--- config.mk ---
export PLATFORM = sky130hd
export DESIGN_NAME = nth_root_issue_ctrl
export DESIGN_NICKNAME = d
export VERILOG_FILES = /design/src/rtl/nth_root_issue_ctrl.sv
export SDC_FILE = /design/constraint.sdc
export NUM_CORES = 1
export LEC_CHECK = 0
export ABC_CLOCK_PERIOD_IN_PS = 2800
export CAP_MARGIN = 20
export CORE_MARGIN = 2
export CORE_UTILIZATION = 40
export DETAILED_ROUTE_END_ITERATION = 8
export GPL_TIMING_DRIVEN = 0
export PLACE_DENSITY = 0.84
export SLEW_MARGIN = 20
export SYNTH_ARGS = -nofsm -noshare
export SYNTH_HDL_FRONTEND = slang
export SYNTH_SLANG_ARGS = --single-unit
export TNS_END_PERCENT = 100
--- constraint.sdc ---
create_clock -name clk -period 2.8 [get_ports clk]
set_input_delay 0.7 -clock clk [delete_from_list [all_inputs] [get_ports clk]]
set_output_delay 0.7 -clock clk [all_outputs]
set_load 0.05 [all_outputs]
--- src/rtl/nth_root_issue_ctrl.sv ---
// Issue controller for the nth-root CORDIC core.
// Accepts an IEEE-754 single operand and a root order N. Special operands are
// answered locally. Normal operands are held on the core inputs for the fixed
// core latency, and the core's root is then captured and presented on the output.
module nth_root_issue_ctrl #(
    parameter int unsigned CORE_LAT = 48
) (
    input  logic        clk,
    input  logic        rst,
    input  logic        in_valid,
    output logic        in_ready,
    input  logic [31:0] in_value,
    input  logic [7:0]  in_n,
    output logic [31:0] core_value,
    output logic [7:0]  core_n,
    input  logic [31:0] core_root,
    output logic        out_valid,
    input  logic        out_ready,
    output logic [31:0] out_root,
    output logic [3:0]  out_flags,
    output logic        busy
);

    localparam int unsigned CNT_W = $clog2(CORE_LAT + 1);

    localparam logic [31:0] QNAN    = 32'h7FC0_0000;
    localparam logic [31:0] POS_INF = 32'h7F80_0000;
    localparam logic [31:0] NEG_INF = 32'hFF80_0000;

    // Flag encodings: {invalid, inf, zero, bypass}
    localparam logic [3:0] F_INVALID     = 4'b1000;
    localparam logic [3:0] F_INVALID_BYP = 4'b1001;
    localparam logic [3:0] F_ZERO_BYP    = 4'b0011;
    localparam logic [3:0] F_INF_BYP     = 4'b0101;
    localparam logic [3:0] F_BYP         = 4'b0001;

    typedef enum logic [1:0] {
        IDLE = 2'd0,
        WAIT = 2'd1,
        DONE = 2'd2
    } state_e;

    state_e            state_q, state_d;
    logic [CNT_W-1:0]  cnt_q, cnt_d;
    logic [31:0]       core_value_q, core_value_d;
    logic [7:0]        core_n_q, core_n_d;
    logic [31:0]       out_root_q, out_root_d;
    logic [3:0]        out_flags_q, out_flags_d;

    logic        op_sign;
    logic [7:0]  op_exp;
    logic [22:0] op_man;
    logic        is_special;
    logic [31:0] spec_root;
    logic [3:0]  spec_flags;

    assign op_sign = in_value[31];
    assign op_exp  = in_value[30:23];
    assign op_man  = in_value[22:0];

    // Special-case classification; the first matching rule wins.
    always_comb begin
        is_special = 1'b1;
        spec_root  = '0;
        spec_flags = '0;
        if (in_n == 8'd0) begin
            spec_root  = QNAN;
            spec_flags = F_INVALID;
        end else if (op_exp == 8'hFF && op_man != 23'd0) begin
            spec_root  = QNAN;
            spec_flags = F_INVALID;
        end else if (op_exp == 8'h00) begin
            // Zeros and denormals (flushed) keep their sign.
            spec_root  = {op_sign, 31'b0};
            spec_flags = F_ZERO_BYP;
        end else if (op_exp == 8'hFF && !op_sign) begin
            spec_root  = POS_INF;
            spec_flags = F_INF_BYP;
        end else if (op_exp == 8'hFF) begin
            spec_root  = in_n[0] ? NEG_INF : QNAN;
            spec_flags = in_n[0] ? F_INF_BYP : F_INVALID_BYP;
        end else if (op_sign && !in_n[0]) begin
            spec_root  = QNAN;
            spec_flags = F_INVALID_BYP;
        end else if (in_n == 8'd1) begin
            spec_root  = in_value;
            spec_flags = F_BYP;
        end else begin
            is_special = 1'b0;
        end
    end

    // Next-state, counter and datapath register updates.
    always_comb begin
        state_d      = state_q;
        cnt_d        = cnt_q;
        core_value_d = core_value_q;
        core_n_d     = core_n_q;
        out_root_d   = out_root_q;
        out_flags_d  = out_flags_q;
        unique case (state_q)
            IDLE: begin
                if (in_valid) begin
                    if (is_special) begin
                        out_root_d  = spec_root;
                        out_flags_d = spec_flags;
                        state_d     = DONE;
                    end else begin
                        core_value_d = in_value;
                        core_n_d     = in_n;
                        cnt_d        = CNT_W'(CORE_LAT);
                        state_d      = WAIT;
                    end
                end
            end
            WAIT: begin
                cnt_d = cnt_q - CNT_W'(1);
                if (cnt_q == CNT_W'(1)) begin
                    out_root_d  = core_root;
                    out_flags_d = 4'b0000;
                    state_d     = DONE;
                end
            end
            DONE: begin
                if (out_ready) begin
                    state_d = IDLE;
                end
            end
            default: begin
                state_d = IDLE;
            end
        endcase
    end

    // State and datapath registers, cleared by asynchronous reset.
    always_ff @(posedge clk or posedge rst) begin
        if (rst) begin
            state_q      <= IDLE;
            cnt_q        <= '0;
            core_value_q <= '0;
            core_n_q     <= '0;
            out_root_q   <= '0;
            out_flags_q  <= '0;
        end else begin
            state_q      <= state_d;
            cnt_q        <= cnt_d;
            core_value_q <= core_value_d;
            core_n_q     <= core_n_d;
            out_root_q   <= out_root_d;
            out_flags_q  <= out_flags_d;
        end
    end

    assign in_ready   = (state_q == IDLE) && !rst;
    assign out_valid  = (state_q == DONE);
    assign busy       = (state_q != IDLE);
    assign core_value = core_value_q;
    assign core_n     = core_n_q;
    assign out_root   = out_root_q;
    assign out_flags  = out_flags_q;

endmodule
=== Word level (Yosys, flattened, before mapping) ===
Cells that the tools add are included.

* $add $sub $neg: 1
* Equality and inequality tests: 10
* Multiplexer cells: 39
* Bitwise logic cells: 1
* Reduce and logical (&&, ||, !) cells: 17

{| class="wikitable"
|+ Operators with widths
! operator !! count
|-
| $mux W32 || 11
|-
| $pmux W32 S2 || 1
|-
| $mux W4 || 10
|-
| $reduce_bool A23 Y1 || 1
|-
| $logic_not A8 Y1 || 2
|-
| $mux W6 || 2
|-
| $pmux W6 S2 || 1
|-
| $reduce_and A3 Y1 || 3
|-
| $eq A8 B1 Y1 const B || 1
|-
| $eq A8 B8 Y1 const B || 1
|-
| $mux W1 || 8
|-
| $mux W2 || 4
|-
| $ne A2 B2 Y1 const B || 4
|-
| $pmux W4 S2 || 1
|-
| $eq A6 B1 Y1 const B || 1
|-
| $pmux W2 S3 || 1
|-
| $sub A6 B1 Y6 const B || 1
|-
| $logic_and A1 B1 Y1 || 4
|-
| $reduce_and A4 Y1 || 1
|-
| $reduce_bool A2 Y1 || 2
|-
| $logic_not A1 Y1 || 3
|-
| $eq A2 B1 Y1 const B || 1
|-
| $eq A2 B2 Y1 const B || 1
|-
| $logic_not A2 Y1 || 1
|-
| other kinds (2) || 2
|}

* Flip-flop bits (word level): 84
* Input port bits: 76
* Output and inout port bits: 79
* Logic and storage cells: 74

=== Logic depth before layout (Yosys ltp) ===
Gate-level depths: netlist of the first run.

* Depth after elaboration: 11
* Mapped depth: 8
* Depth with buffers taken out: 6

=== Least setup slack after synthesis of the first run ===
No wires, ideal clock.

* Kind: input port to flip-flop
* Start point: input in_value[23]
* End point: register out_root_q[10], in the netlist out_root[10]
* Setup time: 125 ps
* Arrival: 2,086 ps
* Required time: 2,675 ps
* Slack: 589 ps
* Stages on the path: 7
* Path buffers: 2
* Cells stage by stage: nor4_1 nand2_1 a31oi_2 or2_1 buf_6 buf_6 mux2_4

* Longest elaborated chain between the ends: 9
* Elaborated cells on any way between the ends: 19
* Those cells by class: 2 x eq/ne; 13 x mux; 4 x reduce/logical

{| class="wikitable"
|+ RTL lines
! item !! RTL line !! RTL
|-
| from (decl) || 12 || <nowiki>input logic [31:0] in_value,</nowiki>
|-
| $eq A8 B8 Y1 || 69, 76, 79 ||
|-
| $mux W32 or $logic_and A1 B1 Y1 (tied branches) || 79, 76 ||
|-
| $mux W32 || 76 || <nowiki>end else if (op_exp == 8'hFF && !op_sign) begin</nowiki>
|-
| $mux W32 || 72 || <nowiki>end else if (op_exp == 8'h00) begin</nowiki>
|-
| $mux W32 || 69 || <nowiki>end else if (op_exp == 8'hFF && op_man != 23'd0) begin</nowiki>
|-
| $mux W32 || 66 || <nowiki>if (in_n == 8'd0) begin</nowiki>
|-
| $mux W32 || 104 || <nowiki>if (is_special) begin</nowiki>
|-
| $mux W32 || 103 || <nowiki>if (in_valid) begin</nowiki>
|-
| $pmux W32 S2 || 101 || <nowiki>unique case (state_q)</nowiki>
|-
| to (signal assigned) || 149 || <nowiki>out_root_q <= out_root_d;</nowiki>
|-
| to (decl) || 47 || <nowiki>logic [31:0] out_root_q, out_root_d;</nowiki>
|}

Several ways; a longest one is shown, not always the timed one. The select of a mux whose other input is x is not followed.
A chain may end at the register's enable or synchronous reset.

=== Final worst setup path of the first run ===
* Start point: input in_value[5]
* End point: register out_root_q[22], in the netlist out_root[22]

* Longest elaborated chain between the ends: 7
* Elaborated cells on any way between the ends: 11
* Those cells by class: 1 x eq/ne; 7 x mux; 3 x reduce/logical

{| class="wikitable"
|+ RTL lines
! item !! RTL line
|-
| $reduce_bool A23 Y1 (*) || 69
|-
| $logic_and A1 B1 Y1 (*) || 69
|-
| $mux W32 || 69
|-
| $mux W32 || 66
|-
| $mux W32 || 104
|-
| $mux W32 || 103
|-
| $pmux W32 S2 || 101
|}

Mark *: on every way between the ends. The rest lies on a longest branch, timed or not. The select of a mux whose other input is x is not followed.

==> flow_results.org, run 1 <==
** Worst setup path
- Worst path arrival time :: 2.90 ns
- Required time reported for the critical path endpoint :: 3.03 ns
- The critical path is of the in2reg type.
- Cell with the biggest individual delay on the critical path :: nor4_1
- The worst setup path is captured at a flip-flop.
- Setup slack on the worst reg-to-reg path comes out at 0.60 ns.
- The largest single stage delay on the critical path is 0.50 ns.
- Largest fanout of any net on the critical path :: 10
- CP cell instances :: clkdlybuf4s50_1 -> nor4_1 -> nand4_1 -> o21a_1 -> clkbuf_1 -> o21ai_0 -> a31oi_1
- Number of cell instances on the worst register-to-register path :: 7
- STA classifies the critical path startpoint as an input pin.

** Drt
- DR DRC count :: 0
- The first TritonRoute pass finished after 4 iterations.
- Dividing the detail-routed via count by the number of cells gives 5.23.
- After the first detailed-routing iteration, the DRC count stood at 183.
- In this run the remaining antenna-violating nets after routing total 0.
- Routed WL per cell :: 17.0 um
- Via count :: 3710
- Total wire length :: 12.1 mm

** Synthesis
- Proportion of synthesized flip-flops having asynchronous set or reset :: 100%
- Yosys printed 0 warnings.
- Number of enable-type register cells in the synthesized netlist :: 0
- The number of nets in the synthesized netlist is 483.
- Mean instance size in the synthesized netlist :: 9.96 um2
- Summing every instance area after synthesis gives 4030 um2.
- After synthesis the netlist holds a flip-flop and latch count of 84.
- The cell count after synthesis came out at 405.
- Most used flip-flop cell after synthesis :: dfrtp_1
- Summing the sequential cell areas from Yosys gives 52.1% of the chip area.
- The number of different library cells used by synthesis comes to 39.

** Clock network
- TritonCTS clock tree :: yes
- CTS H-tree lvls :: 3
- Once the clock tree was built, the setup fixing pass inserted 0 buffers.
- Clock tree synthesis found a total of 84 sinks.
- The clock reaches the later pin of the worst-skew pair after 0.35 ns.
- Root cell of the clock tree :: clkbuf_8
- Clock slew at the register clock pins of the worst setup and hold paths :: 0.10 ns
- The clock passes through at most 2 buffers.
- Number of buffers created by CTS :: 9

** STA
- Setup repair after global routing missed its margin :: no
- Derived from the worst setup path, the maximum achievable clock frequency is 0.374 GHz.
- Post-route clock skew :: 0.0165 ns
- The smallest clock period supported by the final layout is computed as 2.67 ns.
- Setup slack on the critical path of the routed design comes to 0.129 ns.
- Max-slew headroom :: 52.6%
- Crit share post-route :: 95.4%
- Setup violations remaining at the end of the flow were counted as 0.
- Worst-Margin Slew :: 0.708 ns
- The final count of hold timing violations is 0.
- Setup total negative slack on the finished layout was measured at 0 ns.
- Max Slew Vio Count :: 0

** Worst hold path
- The worst hold path belongs to the class reg2reg.
- Counting instances, the worst hold path has a depth of 2.

** Placement
- Pre-CTS worst setup slack :: -0.209 ns
- Global placement routability congestion :: 0.844
- Count of input and output buffers :: 154
- Once detailed placement completed, the half-perimeter wirelength came to 9.21 mm.

** GRT
- The first global-routing pass estimated 19.6 mm of wire.
- The total overflow left after global routing is 0.
- Pin count of the biggest net entering global routing :: 35
- GRT Total Usage :: 22.7%
- Vias in the first global route :: 3778
- Antenna violations before repair :: 0

** Final layout
- Share of post-route cells with drive strength above 1 :: 11.1%
- Cells fill 61.6% of the core in the end.
- Ant diodes :: 0
- Compared with the post-synthesis result, the final layout area differs by 49.2%.
- Final nets :: 650
- Counting the fill cells in the layout gives 803.

** Floorplan
- IO Count :: 155
- The initial utilization of the core area, before any placement, comes to 41.3%.
- Core footprint :: 9770 um2
- In this run the vertical extent of the chip is 104 um.
- The die covers 10900 um2.
- Num rows :: 36
- Measured along the x axis, the die boundary spans 104 um.

** Power
- Total design power :: 7.52 mW
- Power density over cell area :: 1250 nW/um2
- Leak Pwr :: 2.63 nW
- Peak supply drop :: 0.000684 V

** Status
- Run status :: finished clean

** Job
- Across the run, the number of max-cap violations was 0.
[worst max-delay path, delay by kind of cell]
kind	cells	cell delay, ns
buffers and inverters	2	0.68
and+or+nand+nor	2	0.77
AOI/OAI and AO/OA	3	0.74
[where the power goes]
part           switching (mW)  total (mW)  leakage [nW]  internal (mW)
Clock                   0.458       0.993         0.113          0.535
Sequential              0.346        2.12          1.05           1.77
Combinational            2.84        4.41          1.47           1.57
[flip-flops by register name, indices dropped and copies added (netlist names)]
name / cells
out_root: 32
out_flags: 4
core_value: 32
cnt_q: 6
state_q: 2
core_n: 8
[stage by stage]
step	area [um2]	hold slack, ns	cells
2_1_floorplan	4040	0.490	405
3_3_place_gp	5740	0.458	692
3_5_place_dp	5780	0.463	694
4_1_cts	6020	0.484	710
5_1_grt	6020	0.511	710
6_report	6020	0.482	710
[cell usage after synthesis (all sizes together), types with 3 or more instances]
cell,instances,area share (%)
and2,3,0.47
a21oi,11,1.4
mux2,25,8.6
o22ai,10,1.6
dfrtp,84,52
buf,13,2.2
nand3,10,1.2
nand4,3,0.47
nand2b,3,0.53
nor3,12,1.5
or3,3,0.47
o2bb2ai,8,1.7
inv,7,0.65
o21ai,11,1.4
or4,3,0.56
nand2,129,12
clkbuf,12,1.1
nor4,12,2.5
nor2,8,0.74
a22o,23,5.0
[metal layers]
layer	GRT usage, %	up-vias	share of wire, %
met5	0	-	0
met4	7.82	0	1.8
met3	5.01	16	6.2
met2	38.6	140	49
met1	28.5	1804	43
li1	-	1750	-
[final timing paths]
kind | start | end
max | in_value[5] | out_root[22]$_DFFE_PP0P_
min | core_n[7]$_DFFE_PP0P_ | core_n[7]$_DFFE_PP0P_
min reg2reg | core_n[7]$_DFFE_PP0P_ | core_n[7]$_DFFE_PP0P_
max in group asynchronous | rst | out_root[20]$_DFFE_PP0P_
max reg2reg | cnt_q[3]$_DFFE_PP0P_ | out_root[7]$_DFFE_PP0P_
min in group asynchronous | rst | core_value[24]$_DFFE_PP0P_
[layout make-up]
cell class                      instances  area [um2]  share of cell area, %
Clock buffer                           10         138                   2.29
Timing Repair Buffer                  156        1580                   26.3
Sequential cell                        84        2100                   34.9
Multi-Input combinational cell        289        1770                   29.4
Inverter                                7        30.0                  0.499
Tap cell                              133         166                   2.77
Clock inverter                          6        93.8                   1.56
Buffer                                 25         135                   2.25
[kinds of logic (layout without fill, tap and decap cells)]
group / Yosys count / in the layout / share of synthesized area [%]
AOI/OAI and AO/OA: 70 / 70 / 12.5
buffers and inverters: 32 / 204 / 4.00
xor gates and xnor gates: 1 / 1 / 0.217
DFF: 84 / 84 / 52.1
and+or+nand+nor: 190 / 190 / 21.7
muxes: 26 / 26 / 8.81
adders and majority gates: 2 / 2 / 0.620
[layout by cell type (no fill, tap or decap), drive strengths merged, types with 2 or more instances in the layout]
cell	Yosys	final
clkdlybuf4s50	0	153
nand2	129	129
dfrtp	84	84
mux2	25	25
a22o	23	23
clkbuf	12	22
buf	13	15
nor3	12	12
nor4	12	12
a21oi	11	11
o21ai	11	11
o22ai	10	10
nand3	10	10
nor2	8	8
o2bb2ai	8	8
inv	7	8
nand4	3	3
and2	3	3
or4	3	3
or3	3	3
nand2b	3	3
o21a	2	2
clkinvlp	0	2
ha	2	2
bufinv	0	2
a31oi	2	2
[repair_timing]
| item | 4_1_cts | 5_1_grt |
|---|---|---|
| resized for setup | 0 | 1 |
| endpoints found under the setup margin | 0 | 1 |
| hold buffers | 0 | 0 |
(Power assumes the default switching activity.)
==> run 2: changes to the inputs <==
Settings changed: GPL_TIMING_DRIVEN 0 to unset, SLEW_MARGIN 20 to 40.
==> flow_results.org, run 2 (synthesis results as in run 1) <==
** STA
- The final critical path time including I/O delays and setup was 2.57 ns (was 2.67 ns).
- The maximum clock rate came to 0.389 GHz (was 0.374 GHz).
- The setup violation total in the final timing report is 0 (unchanged).
- Setup repair after global routing missed its margin :: no (unchanged)
- The worst-margin pin slew came to 0.706 ns (was 0.708 ns).
- The worst-case clock skew came to 0.0133 ns (was 0.0165 ns).
- Crit share post-route :: 91.7% (was 95.4%)
- Max-slew headroom :: 52.8% (was 52.6%)
- The max-slew violation count was 0 (unchanged).
- The final count of hold timing violations came to 0 (unchanged).

** Drt
- Number of violations reported at the end of detailed-routing iteration 0 :: 220 (was 183)
- Detailed Routing Iterations Pass 1 :: 4 (unchanged)
- Total wire length :: 12.6 mm (was 12.1 mm)
- Remaining number of nets flagged by the antenna check after routing :: 0 (unchanged)
- The total number of vias is 3807 (was 3710).
- The DRC violation count after routing is 0 (unchanged).
- Routed via count divided by cell count :: 5.30 (was 5.23)
- The mean routed wirelength per cell came to 17.5 um (was 17.0 um).

** Floorplan
- The chip width is 104 um (unchanged).
- The floorplan core area came to 9770 um2 (unchanged).
- IO Count :: 155 (unchanged)
- The area of the die is 10900 um2 (unchanged).
- The die outline height was 104 um (unchanged).
- The placement row count came to 36 (unchanged).
- Initial cell density of the core :: 41.3% (unchanged)

** Clock network
- Clock slew at the register clock pins of the worst setup and hold paths :: 0.08 ns (was 0.10 ns)
- Maximum buffer depth of the clock tree :: 2 (unchanged)
- The number of clock buffers inserted by TritonCTS came to 9 (unchanged).
- Insertion delay of the later-clocked pin in the worst-skew pair :: 0.35 ns (about the same)
- Post-CTS Hold Buffers :: 0 (unchanged)
- The number of gates resized after cts was 0 (unchanged).
- The number of levels the H-tree was split into was 3 (unchanged).
- The number of sinks on the clock net was 84 (unchanged).
- TritonCTS clock tree :: yes (unchanged)
- Root cell of the clock tree :: clkbuf_8 (unchanged)
- Setup Fix Bufs, Post-CTS :: 0 (unchanged)

** Final layout
- Non-filler cells, final :: 718 (was 710)
- The layout overhead on the synthesized area came to 53.4% (was 49.2%).
- The count of nets after finishing came to 660 (was 650).
- The number of antenna cells inserted was 0 (unchanged).
- Share of post-route cells with drive strength above 1 :: 14.7% (was 11.1%)
- The most frequent standard cell in the layout excluding fill and tap cells was clkdlybuf4s50_1 (unchanged).
- Layout filler cell count :: 783 (was 803)
- Total non-filler cell area in the finished layout :: 6180 um2 (was 6020 um2)
- Most used cells in the layout excluding fill and tap cells :: clkdlybuf4s50_1, nand2_1, dfrtp_1 (unchanged)

** Placement
- Count of input and output buffers :: 154 (unchanged)
- Global placement routability congestion :: 0.833 (was 0.844)
- Placement-stage cell area :: 5960 um2 (was 5780 um2)
- The estimated wirelength of the detail-placed design was 9.50 mm (was 9.21 mm).
- The number of cells in the design after placement was 704 (was 694).

** Job
- The number of maximum-capacitance violations is 0 (unchanged).

** Worst setup path
- The startpoint class of the critical path is an input pin (unchanged).
- Category of the critical setup timing path :: in2reg (unchanged)
- The worst-path maximum fanout was 12 (was 10).
- The data arrival time of the critical path was 2.85 ns (was 2.90 ns).
- Required time reported for the critical path endpoint :: 3.08 ns (was 3.03 ns)
- The kind of end point of the critical path is a flip-flop (unchanged).

** Power
- The worst IR drop on VDD came to 0.000799 V (was 0.000684 V).
- Leak Pwr :: 2.73 nW (was 2.63 nW)
- Power density over cell area :: 1230 nW/um2 (was 1250 nW/um2)
- The sum of internal, switching and leakage power was 7.60 mW (was 7.52 mW).

** Worst hold path
- Class of the most critical hold timing path :: reg2reg (unchanged)

** GRT
- Pin count of the biggest net entering global routing :: 41 (was 35)
- The overall track demand over capacity in global routing was 23.7% (was 22.7%).
- The first-pass GRT wire length came to 20.8 mm (was 19.6 mm).
- Vias in the first global route :: 4125 (was 3778)
- Antenna violations before repair :: 0 (unchanged)
- The total congestion overflow after global routing is 0 (unchanged).

** Status
- Run status: finished clean (unchanged).
## run 2: cell types whose count changed in the layout (fill, tap and decap cells not counted), moves of 2 or more
cell	change
buf_4	+33
clkbuf_1	-12
buf_2	-9
buf_6	-4
buf_12	+3
inv_6	-2
## run 2: cell type report
type	instances	area, um2	area share, %
multi-input combinational	289	1780	28.8
timing repair buffer	191	1880	30.4
clock buffer	9	124	2.00
tap	133	166	2.69
sequential	84	2100	34.0
inverter	7	30.0	0.486
clock inverter	5	103	1.66
## run 2: worst paths after layout
kind,start,endpoint,slack [ns],cells after the start
worst min register to register,core_value[6]$_DFFE_PP0P_,core_value[6]$_DFFE_PP0P_,0.48,2
worst max-delay path,in_value[28],out_root[9]$_DFFE_PP0P_,0.23,7
worst max register to register,cnt_q[3]$_DFFE_PP0P_,out_root[16]$_DFFE_PP0P_,0.72,6
max in group asynchronous,rst,cnt_q[3]$_DFFE_PP0P_,1.34,3
min in group asynchronous,rst,core_value[26]$_DFFE_PP0P_,0.83,2
worst min-delay path,core_value[6]$_DFFE_PP0P_,core_value[6]$_DFFE_PP0P_,0.48,2
## run 2: per-layer routing
metal	vias to the layer above	track usage, %	wire length [um]
met5	-	0	0
met3	22	5.64	715
met4	0	8.49	274
met2	146	41.8	6400
met1	1875	28.1	5200
li1	1764	-	-
## run 2: report_power, final
group | switching [mW] | internal, mW
Sequential | 0.360 | 1.77
Clock | 0.436 | 0.582
Combinational | 2.84 | 1.61
Total | 3.64 | 3.97
## run 2: through the flow
stage | util [%] | worst slack, ns | TNS [ns] | hold WS [ns]
after detailed placement | 61.0 | -0.0764 | -1.49 | 0.465
after global routing | 63.3 | 0.103 | 0 | 0.510
final | 63.3 | 0.232 | 0 | 0.481
after CTS | 63.3 | 0.248 | 0 | 0.484
after global placement | 60.9 | -0.156 | -3.40 | 0.458
after floorplan | - | 0.589 | 0 | 0.490
## run 2: worst max-delay path: stages
cell	delay (ns)
clkdlybuf4s50_1	0.47
nand4_1	0.18
o21ai_1	0.20
nor4_4	0.68
buf_4	0.30
a22o_1	0.16
mux2_4	0.15
